--- src/rtl/id_ex_pkg.sv ---
// id_ex_pkg: shared definitions for the ID/EX control path.
//   - opcode/funct constants for the supported instruction subset
//   - alu_op and so_sel encodings
//   - bit positions inside the 17-bit control bundle
//   - the seven control words produced by the decoder
package id_ex_pkg;

    localparam int CW = 17;
    localparam int IW = 32;

    // Opcodes (instruction[31:26]) and the SPECIAL funct (instruction[5:0])
    localparam logic [5:0] OP_SPECIAL = 6'b000000;
    localparam logic [5:0] OP_JAL     = 6'b000011;
    localparam logic [5:0] OP_BGTZ    = 6'b000111;
    localparam logic [5:0] OP_ADDIU   = 6'b001001;
    localparam logic [5:0] OP_LUI     = 6'b001111;
    localparam logic [5:0] OP_LBU     = 6'b100100;
    localparam logic [5:0] OP_SB      = 6'b101000;
    localparam logic [5:0] FN_SUBU    = 6'b100011;

    typedef enum logic [3:0] {
        ALU_ADD    = 4'b0000,
        ALU_SUB    = 4'b0001,
        ALU_PASS_B = 4'b0111
    } alu_op_e;

    typedef enum logic [2:0] {
        SO_RT      = 3'b000,
        SO_IMM_SE  = 3'b001,
        SO_IMM_HI  = 3'b010
    } so_sel_e;

    typedef enum logic [1:0] {
        MSZ_BYTE = 2'b00,
        MSZ_HALF = 2'b01,
        MSZ_WORD = 2'b10
    } mem_size_e;

    // Bundle bit positions
    localparam int B_ALU_OP_HI   = 16;
    localparam int B_ALU_OP_LO   = 13;
    localparam int B_SO_SEL_HI   = 12;
    localparam int B_SO_SEL_LO   = 10;
    localparam int B_LINK        = 9;
    localparam int B_JUMP        = 8;
    localparam int B_BRANCH      = 7;
    localparam int B_LOAD        = 6;
    localparam int B_MEM_SE      = 5;
    localparam int B_MEM_SIZE_HI = 4;
    localparam int B_MEM_SIZE_LO = 3;
    localparam int B_MEM_RW      = 2;
    localparam int B_MEM_EN      = 1;
    localparam int B_RF_EN       = 0;

    // Field order: alu_op, so_sel, link, jump, branch, load, mem_se,
    //              mem_size, mem_rw, mem_en, rf_en
    localparam logic [CW-1:0] CTRL_NONE  = '0;
    localparam logic [CW-1:0] CTRL_ADDIU =
        {ALU_ADD, SO_IMM_SE, 1'b0, 1'b0, 1'b0, 1'b0, 1'b0, MSZ_BYTE, 1'b0, 1'b0, 1'b1};
    localparam logic [CW-1:0] CTRL_LBU =
        {ALU_ADD, SO_IMM_SE, 1'b0, 1'b0, 1'b0, 1'b1, 1'b0, MSZ_BYTE, 1'b0, 1'b1, 1'b1};
    localparam logic [CW-1:0] CTRL_SB =
        {ALU_ADD, SO_IMM_SE, 1'b0, 1'b0, 1'b0, 1'b0, 1'b0, MSZ_BYTE, 1'b1, 1'b1, 1'b0};
    localparam logic [CW-1:0] CTRL_BGTZ =
        {ALU_ADD, SO_RT,     1'b0, 1'b0, 1'b1, 1'b0, 1'b0, MSZ_BYTE, 1'b0, 1'b0, 1'b0};
    localparam logic [CW-1:0] CTRL_JAL =
        {ALU_ADD, SO_RT,     1'b1, 1'b1, 1'b0, 1'b0, 1'b0, MSZ_BYTE, 1'b0, 1'b0, 1'b1};
    localparam logic [CW-1:0] CTRL_LUI =
        {ALU_PASS_B, SO_IMM_HI, 1'b0, 1'b0, 1'b0, 1'b0, 1'b0, MSZ_BYTE, 1'b0, 1'b0, 1'b1};
    localparam logic [CW-1:0] CTRL_SUBU =
        {ALU_SUB, SO_RT,     1'b0, 1'b0, 1'b0, 1'b0, 1'b0, MSZ_BYTE, 1'b0, 1'b0, 1'b1};

endpackage

--- src/rtl/id_ex_ctrl_decode.sv ---
// id_ex_ctrl_decode: combinational instruction -> control bundle decoder.
// Ports:
//   instr_i  [IW-1:0]  instruction from the IF/ID register
//   ctrl_o   [CW-1:0]  decoded control bundle; zero for anything unsupported
module id_ex_ctrl_decode
    import id_ex_pkg::*;
(
    input  logic [IW-1:0] instr_i,
    output logic [CW-1:0] ctrl_o
);

    logic [5:0] opcode;
    logic [5:0] funct;

    assign opcode = instr_i[31:26];
    assign funct  = instr_i[5:0];

    // Register/immediate fields are datapath-only; the decoder never looks at them.
    logic unused_fields;
    assign unused_fields = ^instr_i[25:6];

    always_comb begin
        ctrl_o = CTRL_NONE;
        case (opcode)
            OP_ADDIU:   ctrl_o = CTRL_ADDIU;
            OP_LBU:     ctrl_o = CTRL_LBU;
            OP_SB:      ctrl_o = CTRL_SB;
            OP_BGTZ:    ctrl_o = CTRL_BGTZ;
            OP_JAL:     ctrl_o = CTRL_JAL;
            OP_LUI:     ctrl_o = CTRL_LUI;
            OP_SPECIAL: ctrl_o = (funct == FN_SUBU) ? CTRL_SUBU : CTRL_NONE;
            default:    ctrl_o = CTRL_NONE;
        endcase
    end

endmodule

--- src/rtl/id_ex_ctrl_path.sv ---
// id_ex_ctrl_path: control path of the ID and EX pipeline stages.
// Decodes the instruction, applies the hazard-bubble mux, and carries the
// bundle through the ID/EX and EX/MEM registers.
// Ports:
//   clk          system clock, rising edge
//   reset        asynchronous active-low clear of both pipeline registers
//   instruction  [IW-1:0] instruction from IF/ID
//   S            1 forces a bubble (all-zero bundle) into the ID stage
//   id_ctrl      [CW-1:0] combinational ID-stage bundle
//   ex_ctrl      [CW-1:0] ID/EX register output
//   mem_ctrl     [CW-1:0] EX/MEM register output
module id_ex_ctrl_path
    import id_ex_pkg::*;
(
    input  logic          clk,
    input  logic          reset,
    input  logic [IW-1:0] instruction,
    input  logic          S,
    output logic [CW-1:0] id_ctrl,
    output logic [CW-1:0] ex_ctrl,
    output logic [CW-1:0] mem_ctrl
);

    logic [CW-1:0] dec_ctrl;
    logic [CW-1:0] ex_ctrl_d,  ex_ctrl_q;
    logic [CW-1:0] mem_ctrl_d, mem_ctrl_q;

    id_ex_ctrl_decode u_decode (
        .instr_i (instruction),
        .ctrl_o  (dec_ctrl)
    );

    assign id_ctrl    = S ? CTRL_NONE : dec_ctrl;
    assign ex_ctrl_d  = id_ctrl;
    assign mem_ctrl_d = ex_ctrl_q;

    always_ff @(posedge clk or negedge reset) begin
        if (!reset) begin
            ex_ctrl_q  <= '0;
            mem_ctrl_q <= '0;
        end else begin
            ex_ctrl_q  <= ex_ctrl_d;
            mem_ctrl_q <= mem_ctrl_d;
        end
    end

    assign ex_ctrl  = ex_ctrl_q;
    assign mem_ctrl = mem_ctrl_q;

endmodule

--- config.mk ---
export PLATFORM = sky130hd
export DESIGN_NAME = id_ex_ctrl_path
export DESIGN_NICKNAME = d
export VERILOG_FILES = /design/src/rtl/id_ex_pkg.sv /design/src/rtl/id_ex_ctrl_decode.sv /design/src/rtl/id_ex_ctrl_path.sv
export SDC_FILE = /design/constraint.sdc
export NUM_CORES = 1
export LEC_CHECK = 0
export ABC_AREA = 1
export CAP_MARGIN = 25
export CORE_ASPECT_RATIO = 0.6
export CORE_UTILIZATION = 35
export DETAILED_ROUTE_END_ITERATION = 8
export DONT_BUFFER_PORTS = 1
export MAX_ROUTING_LAYER = met4
export PLACE_DENSITY = 0.59
export SYNTH_ARGS = -nofsm -noshare
export SYNTH_HDL_FRONTEND = slang
export SYNTH_SLANG_ARGS = --single-unit
--- constraint.sdc ---
create_clock -name clk -period 1.7 [get_ports clk]
set_clock_uncertainty 0.15 [all_clocks]
set_input_delay 0.255 -clock clk [delete_from_list [all_inputs] [get_ports clk]]
set_output_delay 0.255 -clock clk [all_outputs]
set_load 0.03 [all_outputs]
==> metrics <==
Post-synth EDFFs 0; crit path launch type input pin; Cell Area, Synth just under 900 um2; TritonCTS clock tree done; status finished clean; TritonCTS Sinks 18; chip height 40.8 um; Worst-Margin Slew around 0.8 ns; final setup TNS 0 ns; crit-path leading delay family simple AND/OR/NAND/NOR gates; area leader, netlist dfrtp_1; Hold WC Path Type in -> reg; IO buf count 0; core area between 0.002 and 0.0025 mm2; clock root buffer clkbuf_8; Mapped Cells 95; dominant synthesized flop cell dfrtp_1; clk_lat worst skew between 0.2 and 0.3 ns; Synth cell types 17; GRT Util Overall between 10% and 20%; worst-path maximum fanout 4; Syn Area/Cell 9.23 um2; post_cts resized 0; CP Capture Type primary output; initial detailed-routing violation count 4; max_cap viols 0; Non-Filler Instances between 100 and 150; Crit path arrival time 1.15 ns; leakage power 0.525 nW; Starting Density just under 40%; CP dominant cell by count nor2_1; Final Max Tran Viols 0; Area Overhead vs Synth 8.27%; vias in the first global route approximately 520; worst relative slew slack about 47%; Synth area leaders dfrtp_1, buf_4, nor2_1, inv_1, nand2_1; CP max stage cell nor2_2; placed cell count 124; RSZ-0062 raised after global routing no; Post-CTS Hold Buffers 1; Synth warnings 0; WS Path Type in -> out; DR DRC count 0; register area share after synthesis between 50% and 60%; Site Rows 13; Placer Congestion 0.801; final period utilization around nine tenths; VDD IR max just under 0.4 mV; Cell Chain, Critical Path nor2_2, inv_2, nor2_1, nand2_1, nand3_1, nor2_1, nor2_1, buf_4; total grt overflow 0; drt wl/cell approximately 12 um; drt pass-1 iters 4; initial antenna violation count 0; post-route ant nets 0; diodes inserted 0; H-tree levels 1; flops & latches, synth 18; Final Net Count about 140; minimum clock period 1.55 ns; Reg clk slew, reported paths 0.06 ns; # setup viols final 0; first-pass GRT wire length 2330 um; cell with the most instances after synthesis buf_4; largest net degree at the start of global routing 19; number of post-CTS setup repair buffers 0; Synth top area share approximately half; endpoints failing hold 0; slowest stage delay, CP between 0.15 and 0.2 ns; die area 0.00272 mm2; layout cells sized above 1 25.3%; total CTS buffers 3; Max Buffers Root-to-Sink 2; Buffers & Inverters on Critical Path 2; routed via count 546; Fmax roughly 640 MHz; die width 66.6 um; Top Ports 86; PwrDens roughly 920 mW/mm2; Routed Wire Length between 1500 and 2000 um; vias per cell roughly 4.2; Synth async-reset ratio 100%; Post-synth top cells buf_4, dfrtp_1, nor2_1; Critical Path RT roughly 1.3 ns; Final HPWL DP roughly 1200 um
-- final timing paths --
check / slack (ns) / start / cells after the start / to
worst max-delay path: 0.15 / instruction[31] / 8 / id_ctrl[0]
worst min-delay path: 0.08 / S / 2 / ex_ctrl[9]
worst max register to register: 0.69 / ex_ctrl[9] / 0 / mem_ctrl[9]
worst min register to register: 0.43 / ex_ctrl[7] / 0 / mem_ctrl[7]
max in group asynchronous: 0.53 / reset / 1 / ex_ctrl[13]
min in group asynchronous: 0.38 / reset / 1 / ex_ctrl[1]
-- where the power goes --
part | switching [mW] | internal [mW] | total, mW
sequential | 0.00909 | 0.432 | 0.441
clock | 0.138 | 0.206 | 0.343
combinational | 0.0783 | 0.0137 | 0.0920
-- layer usage --
layer | vias to the layer above | track usage (%) | share of wire (%)
li1 | 255 | - | -
met2 | 45 | 20.2 | 42
met5 | - | - | 0
met1 | 242 | 13.7 | 40
met3 | 4 | 7.50 | 17
met4 | 0 | 5.32 | 0.89
-- sequential cells by signal, indices dropped and copies added (netlist names) --
signal and flops:
ex_ctrl 9, mem_ctrl 9
-- cell families (layout without fill, tap and decap cells) --
family	count (synthesis)	in the layout	synth area share [%]
other cells	1	15	0.428
simple gates	38	38	21.0
compound gates	2	2	1.57
flops	18	18	51.4
buf+inv	36	26	25.7
-- final cells by class --
cell class                      count  area (um2)
Tap cell                           30        37.5
Inverter                           12        45.0
Sequential cell                    18         450
Timing Repair Buffer               10         103
Clock buffer                        4        55.1
Fill cell                         216        1310
Multi-Input combinational cell     55         259
-- cell usage in the layout, fill, tap and decap left out --
master,instances
inv_1,10
dlygate4sd3_1,1
nand4_2,1
buf_4,7
o21ai_1,1
nor3_2,1
and3_1,1
buf_12,2
nand2_2,2
inv_2,2
conb_1,15
clkbuf_8,4
nand3_1,3
nor2_4,1
nand2_1,10
dfrtp_1,18
nor3_1,2
nor2_2,4
a21oi_2,1
nor2_1,13
-- through the flow --
step | total power, mW | utilization, % | area [um2] | hold WS [ns] | setup WS (ns)
2_1_floorplan | 0.551 | - | 935 | -0.191 | 0.0366
3_3_place_gp | 0.529 | 39.1 | 885 | -0.190 | 0.237
3_5_place_dp | 0.531 | 39.1 | 885 | -0.190 | 0.165
4_1_cts | 0.888 | 42.0 | 950 | 0.0693 | 0.165
5_1_grt | 0.916 | 42.0 | 950 | 0.0674 | 0.0610
6_report | 0.876 | 42.0 | 950 | 0.0761 | 0.147
Power figures use the tool's default switching activity.
